**config.mk**
```make
export PLATFORM = sky130hd
export DESIGN_NAME = hazard_ctrl
export DESIGN_NICKNAME = d
export VERILOG_FILES = /design/src/rtl/hazard_ctrl.sv
export SDC_FILE = /design/constraint.sdc
export NUM_CORES = 1
export LEC_CHECK = 0
export BUFFER_PORTS_ARGS = -buffer_cell sky130_fd_sc_hd__buf_2
export CAP_MARGIN = 20
export CORE_MARGIN = 1
export CORE_UTILIZATION = 42
export DETAILED_ROUTE_END_ITERATION = 16
export GPL_TIMING_DRIVEN = 0
export PLACE_DENSITY = 0.75
export SYNTH_ARGS = -nofsm -noshare
export SYNTH_HDL_FRONTEND = slang
export SYNTH_SLANG_ARGS = --single-unit
```
**constraint.sdc**
```tcl
create_clock -name clk -period 2.02 [get_ports clk]
set_clock_uncertainty 0.2 [all_clocks]
set_input_delay 0.101 -clock clk [delete_from_list [all_inputs] [get_ports clk]]
set_output_delay 0.101 -clock clk [all_outputs]
set_load 0.01 [all_outputs]
```
**src/rtl/hazard_ctrl.sv**
```systemverilog
// Load-use / branch-flush / MULT-DIV hazard sequencer for the ID stage; controls are Mealy (same cycle).
// Stalls hold PC and IF/ID, bubbles go into ID/EX, EX is frozen for MDU_LAT cycles per MULT/DIV.
module hazard_ctrl #(
  parameter int MDU_LAT = 4,
  parameter int CNT_W   = 16
) (
  input  logic             clk,
  input  logic             reset,
  input  logic             idex_memread,
  input  logic [4:0]       idex_rt,
  input  logic [4:0]       ifid_rs,
  input  logic [4:0]       ifid_rt,
  input  logic             ifid_uses_rt,
  input  logic             idex_mdu_start,
  input  logic             branch_taken,
  output logic             pc_write,
  output logic             ifid_write,
  output logic             ifid_flush,
  output logic             idex_flush,
  output logic             ex_hold,
  output logic             mdu_busy,
  output logic [CNT_W-1:0] stall_cnt
);

  typedef enum logic {
    RUN      = 1'b0,
    MDU_WAIT = 1'b1
  } state_t;

  // The start cycle in RUN and the final cycle at mdu_cnt==0 both count toward MDU_LAT.
  localparam logic [7:0]       MDU_INIT = 8'(MDU_LAT - 2);
  localparam logic [CNT_W-1:0] CNT_MAX  = '1;

  state_t     state, state_nxt;
  logic [7:0] mdu_cnt, mdu_cnt_nxt;
  logic       done_q, done_nxt;
  logic       load_use;

  assign load_use = idex_memread && (idex_rt != 5'd0) &&
                    ((idex_rt == ifid_rs) || (ifid_uses_rt && (idex_rt == ifid_rt)));

  always_comb begin
    pc_write    = 1'b1;
    ifid_write  = 1'b1;
    ifid_flush  = 1'b0;
    idex_flush  = 1'b0;
    ex_hold     = 1'b0;
    mdu_busy    = 1'b0;
    state_nxt   = state;
    mdu_cnt_nxt = mdu_cnt;
    done_nxt    = 1'b0;

    case (state)
      RUN: begin
        if (branch_taken) begin
          ifid_flush = 1'b1;
          idex_flush = 1'b1;
        end else if (idex_mdu_start && !done_q) begin
          pc_write    = 1'b0;
          ifid_write  = 1'b0;
          ex_hold     = 1'b1;
          mdu_busy    = 1'b1;
          state_nxt   = MDU_WAIT;
          mdu_cnt_nxt = MDU_INIT;
        end else if (load_use) begin
          pc_write   = 1'b0;
          ifid_write = 1'b0;
          idex_flush = 1'b1;
        end
      end

      MDU_WAIT: begin
        pc_write   = 1'b0;
        ifid_write = 1'b0;
        ex_hold    = 1'b1;
        mdu_busy   = 1'b1;
        // done_q masks the still-asserted start for one cycle while the MULT/DIV leaves ID/EX.
        if (mdu_cnt == 8'd0) begin
          state_nxt = RUN;
          done_nxt  = 1'b1;
        end else begin
          mdu_cnt_nxt = mdu_cnt - 8'd1;
        end
      end

      default: begin
        state_nxt = RUN;
      end
    endcase
  end

  always_ff @(posedge clk or posedge reset) begin
    if (reset) begin
      state   <= RUN;
      mdu_cnt <= 8'd0;
      done_q  <= 1'b0;
    end else begin
      state   <= state_nxt;
      mdu_cnt <= mdu_cnt_nxt;
      done_q  <= done_nxt;
    end
  end

  always_ff @(posedge clk or posedge reset) begin
    if (reset) begin
      stall_cnt <= '0;
    end else if (!pc_write && (stall_cnt != CNT_MAX)) begin
      stall_cnt <= stall_cnt + 1'b1;
    end
  end

endmodule

```
# Yosys cells after proc, flatten, opt, wreduce, memory -nomap -nowiden
# Cells that the tools add are included.
# classes
n_addsub,2
n_eq_ne,6
n_mux,21
bitwise,1
n_reduce_logical,11
# op_table
cell,n
$mux 8,3
$add 16x1->16 const B,1
$ne 16x16->1 const B,1
$pmux 8 s2,1
$mux 1,14
$eq 5x5->1,2
$logic_not 8->1,1
$sub 8x1->8 const B,1
$ne 2x2->1 const B,3
$pmux 1 s2,3
$logic_and 1x1->1,5
$reduce_bool 5->1,1
$reduce_and 3->1,1
$logic_not 1->1,2
$logic_or 1x1->1,1
$not 1->1,1
# word_totals
register_bits,26
inputBits,21
output_inout_bits,22
elab_cells,45

# Longest topological paths before layout
# depth
depth_word,10
depth_mapped,8
ltp_nobuf,8

# Worst setup path before layout
# OpenSTA, ideal clock, no wires.
# synth_timing
kind,flip-flop to flip-flop
from,register stall_cnt[5]
to,register stall_cnt[1]
setup_ns,0.125
arrival_ns,1.847
t_required_ns,1.695
slack_ns,-0.152
stages_incl_launch_ff,8
path_buffers,2
period_less_slack_ns,2.172
cell_sequence,dfrtp_1 > clkbuf_1 > and3_1 > nor2b_1 > a31oi_1 > a21oi_2 > buf_4 > mux2_2
# synth_between
elab_chain_len,2
# synth_rtl
item,line,source
start: declaration,22,output logic [CNT_W-1:0] stall_cnt
start signal: assignment,108,stall_cnt <= stall_cnt + 1'b1;
$ne 16x16->1,107,end else if (!pc_write && (stall_cnt != CNT_MAX)) begin
$logic_and 1x1->1,107,
# Every way passes these cells.
# A chain may end at the register's enable or synchronous reset.

# Worst setup path in the final report
# layout_timing
from,register mdu_cnt[2]
to,register mdu_cnt[1]
# layout_between
elab_chain_len,3
# layout_rtl
item,line,source
start: declaration,35,"logic [7:0] mdu_cnt, mdu_cnt_nxt;"
start signal: assignment,99,mdu_cnt <= mdu_cnt_nxt;
$logic_not 8->1,78,if (mdu_cnt == 8'd0) begin
$ne 2x2->1 (no line),--,
$reduce_and 3->1 (no line),--,
# Every way passes these cells.

==> key figures <==
Outcome
  – Outcome: finished, violations left
  – Failing checks: setup timing

Setup path
  – Worst reg2reg setup slack: -0.1 ns
  – Startpoint class of the critical path: flop
  – CP arrival: approximately 2.1 ns
  – Critical path's top delay family: simple AND/OR/NAND/NOR gates
  – Critical Path Sink Type: flop
  – Crit-path slowest cell: or3b_4
  – Buf/Inv on CP: 1
  – Critical-path cell list: or3_4 -> or3b_4 -> nor4b_4 -> or2_4 -> inv_4 -> nor2_2 -> a31oi_1
  – Req. time, crit path: slightly above 2 ns
  – Max incr delay on CP: roughly 0.42 ns
  – Crit Path Max Fanout: 6
  – Kind of critical path: flop to flop

Floorplanning
  – Die height: 61.3 µm
  – Die area: 0.00375 mm²
  – Die Wd: just over 60 µm
  – IO Pins: 43
  – Row count: 21
  – Initial Util: approximately 44%
  – Area of the core: 0.00336 mm²

Global routing
  – Tot GR Track Use: a little under a fifth
  – Largest net degree at the start of global routing: 27
  – Vias in the first global route: 1204
  – GRT overflow: 0
  – First-pass GRT wire length: approximately 5.3 mm
  – Initial antenna violation count: 0

Finish
  – FF/Latch Area: between 600 and 700 µm²
  – Filler cells: ~290
  – Final std cells w/o fill: 266
  – Layout cells sized above 1: roughly 45%
  – Diodes inserted: 0
  – P&R area growth vs syn: 41.2%
  – # nets final: 244
  – Most frequent cells in the layout: buf_2, dfrtp_1, buf_4
  – Area occupied by multi-input gates: roughly 850 µm²
  – Final core occ: approximately three fifths
  – Most common cell after layout, fill and taps aside: buf_2

Detailed routing
  – Initial DRC count: 20
  – First drt pass iteration count: 4
  – Vias: around 1300
  – Antenna Nets Post-Route: 0
  – Metal3 WL: roughly 63 µm
  – Drt total wl: 3.39 mm
  – Top Metal Used: met4
  – DRC viols: 0
  – Met2 wire length: 1.77 mm
  – Via density: 4.97
  – Post-Route M1 WL: around 1.5 mm
  – Avg WL per Cell: ~13 µm

Clock network
  – CTS tree: yes
  – CTS Sinks: 26
  – Clock transition at path regs: ~0.15 ns
  – Clock root cell: clkbuf_4
  – Worst-skew pair later-pin latency: 0.32 ns
  – Clock H-tree levels: 1
  – CTS max path bufs: 2
  – CTS Buf Count: 3

Flow run
  – Max-Cap Viols: 0

Yosys
  – Simple-gate area share of the yosys netlist: between 20% and 30%
  – Post-Synth Adder-Cell Area: 1.70%
  – Synth Area in XOR/XNOR: between 10% and 20%
  – Yosys synthesis warning count: 0
  – Post-synthesis sequential area ratio: between 40 and 50%
  – Multiplexer share of the synthesized area: 0.763%
  – Avg Cell Area, Syn: 9.64 µm²
  – Synth cell types: 37
  – Largest family of logic cells by synthesized area: simple AND/OR/NAND/NOR gates
  – Synth Area in Compound Gates: between 10% and 20%
  – Syn_nets: ~180
  – Register bit total from synthesis: 26
  – Synth top area cells: dfrtp_1, xnor2_1, xor2_1
  – Synth top area share: between 40 and 50%
  – Synthesized cell area: 0.00148 mm²
  – Synth Instances: roughly 150
  – Largest area contributor in the netlist: dfrtp_1

Hold path
  – Worst min-delay path category: primary input to asynchronous set/reset pin

Timing
  – Final setup viols: 8
  – Hold Fails Final Rpt: 0
  – Slew Limit Fails: 0
  – Slew @ Worst Pin: between 0.5 and 0.6 ns
  – Final worst slack: -0.0967 ns
  – Post-route minimum period: ~2.1 ns
  – RSZ-0062 raised after global routing: yes
  – Slew margin rel.: approximately two thirds
  – Fin crit share: 105%
  – Max Clock Freq: ~0.47 GHz

Placed design
  – I/O Buffers: 42
  – Placed cells: roughly 240
  – Dpl hpwl: 2.17 mm
  – GPL Wtd Cong: 0.769

Pwr
  – Worst vdd ir: between 600 and 700 µV
  – Leakage: 1.01 nW
  – Pwr Density: between 1000 and 1500 mW/mm²
  – Pwr Total: roughly 0.0026 W
## final timing paths
path / startpoint / end / depth (start not counted)
hold reg to reg: stall_cnt[11]$_DFFE_PP0P_ / stall_cnt[11]$_DFFE_PP0P_ / 1
setup / recovery: mdu_cnt[2]$_DFFE_PP0P_ / mdu_cnt[1]$_DFFE_PP0P_ / 7
max in group asynchronous: reset / stall_cnt[7]$_DFFE_PP0P_ / 4
setup reg to reg: mdu_cnt[2]$_DFFE_PP0P_ / mdu_cnt[1]$_DFFE_PP0P_ / 7
min in group clk: branch_taken / mdu_cnt[7]$_DFFE_PP0P_ / 4
hold / removal: reset / mdu_cnt[3]$_DFFE_PP0P_ / 3
## routing by layer
| layer | track usage [%] | vias to the layer above |
|---|---|---|
| met2 | 30.9 | 16 |
| li1 | - | 660 |
| met1 | 25.8 | 641 |
| met4 | 3.90 | 0 |
| met5 | 0 | - |
| met3 | 1.89 | 4 |
## cell type report
type                    count  area share, %
plain buffers               4           1.62
clock buffers               3           1.08
clock inverters             1           1.44
inverters                   9           1.74
multi-input cells         113           40.8
flip-flops and latches     26           31.4
well taps                  46           2.76
repair buffers             64           19.1
## what timing repair did
action                                 in CTS  in global routing
hold buffers                                1                  0
resized for setup                          12                 16
endpoints found under the hold margin      26                  0
setup endpoints to repair                  22                 23
pin swaps                                   4                 11
buffers inserted                           16                  3
gates cloned                                1                  0
## kinds of logic after synthesis
kind of cell	Yosys count
AO/OA/AOI/OAI	22
XOR/XNOR	26
adder cells (fa/ha/maj)	2
buffers and inverters	14
flip-flops	26
multiplexers	1
AND/OR/NAND/NOR	62
## worst register-to-register path, cell delays in order (launching register included)
cell and delay [ns]:
dfrtp_1 0.40, or3_4 0.39, or3b_4 0.42, nor4b_4 0.24, or2_4 0.20, inv_4 0.04
nor2_2 0.07, a31oi_1 0.04
## flip-flops by register name (all words and copies together) (netlist names)
name / count
stall_cnt: 16
mdu_cnt: 8
done_q: 1
state: 1
## stage by stage
| stage | setup TNS (ns) | hold WS [ns] | instance area (µm²) | worst slack, ns |
|---|---|---|---|---|
| floorplan | -0.163 | -0.0590 | 1480 | -0.0604 |
| global placement | -1.16 | 0.165 | 1750 | -0.173 |
| detailed placement | -1.36 | 0.171 | 1750 | -0.178 |
| CTS | -0.352 | 0.0606 | 1960 | -0.104 |
| global route | -1.28 | 0.0656 | 2080 | -0.171 |
| finish | -0.455 | 0.0218 | 2080 | -0.0967 |
## synth_stat cells
cell      instances
nor2b_1           3
a32o_1            1
a21oi_2           1
xor2_1           13
or3_4             1
nor4b_4           1
a22o_1            1
dfrtp_1          26
or3_2             1
nand4_1           5
and3_1            2
nand2_1          11
nand3_1           7
a21oi_1           3
xnor2_1          13
or2_4             1
nand2b_1          2
nor4_1            1
ha_1              2
buf_4             3
nor3_1            6
a31oi_1           3
o21ai_0           9
or4_1             1
nand3b_1          1
o31ai_4           1
or3b_4            1
nor2_1           15
mux2_2            1
inv_1             8
and4_1            2
o22ai_1           1
o31ai_1           1
o221ai_1          1
clkbuf_1          2
inv_2             1
nor3b_1           1
## where the power goes
part	internal, W	switching [W]	total (W)
Combinational	0.000673	0.000615	0.00129
Clock	0.000201	0.000154	0.000354
Sequential	0.000704	0.000206	0.000910
(Power assumes the default switching activity.)
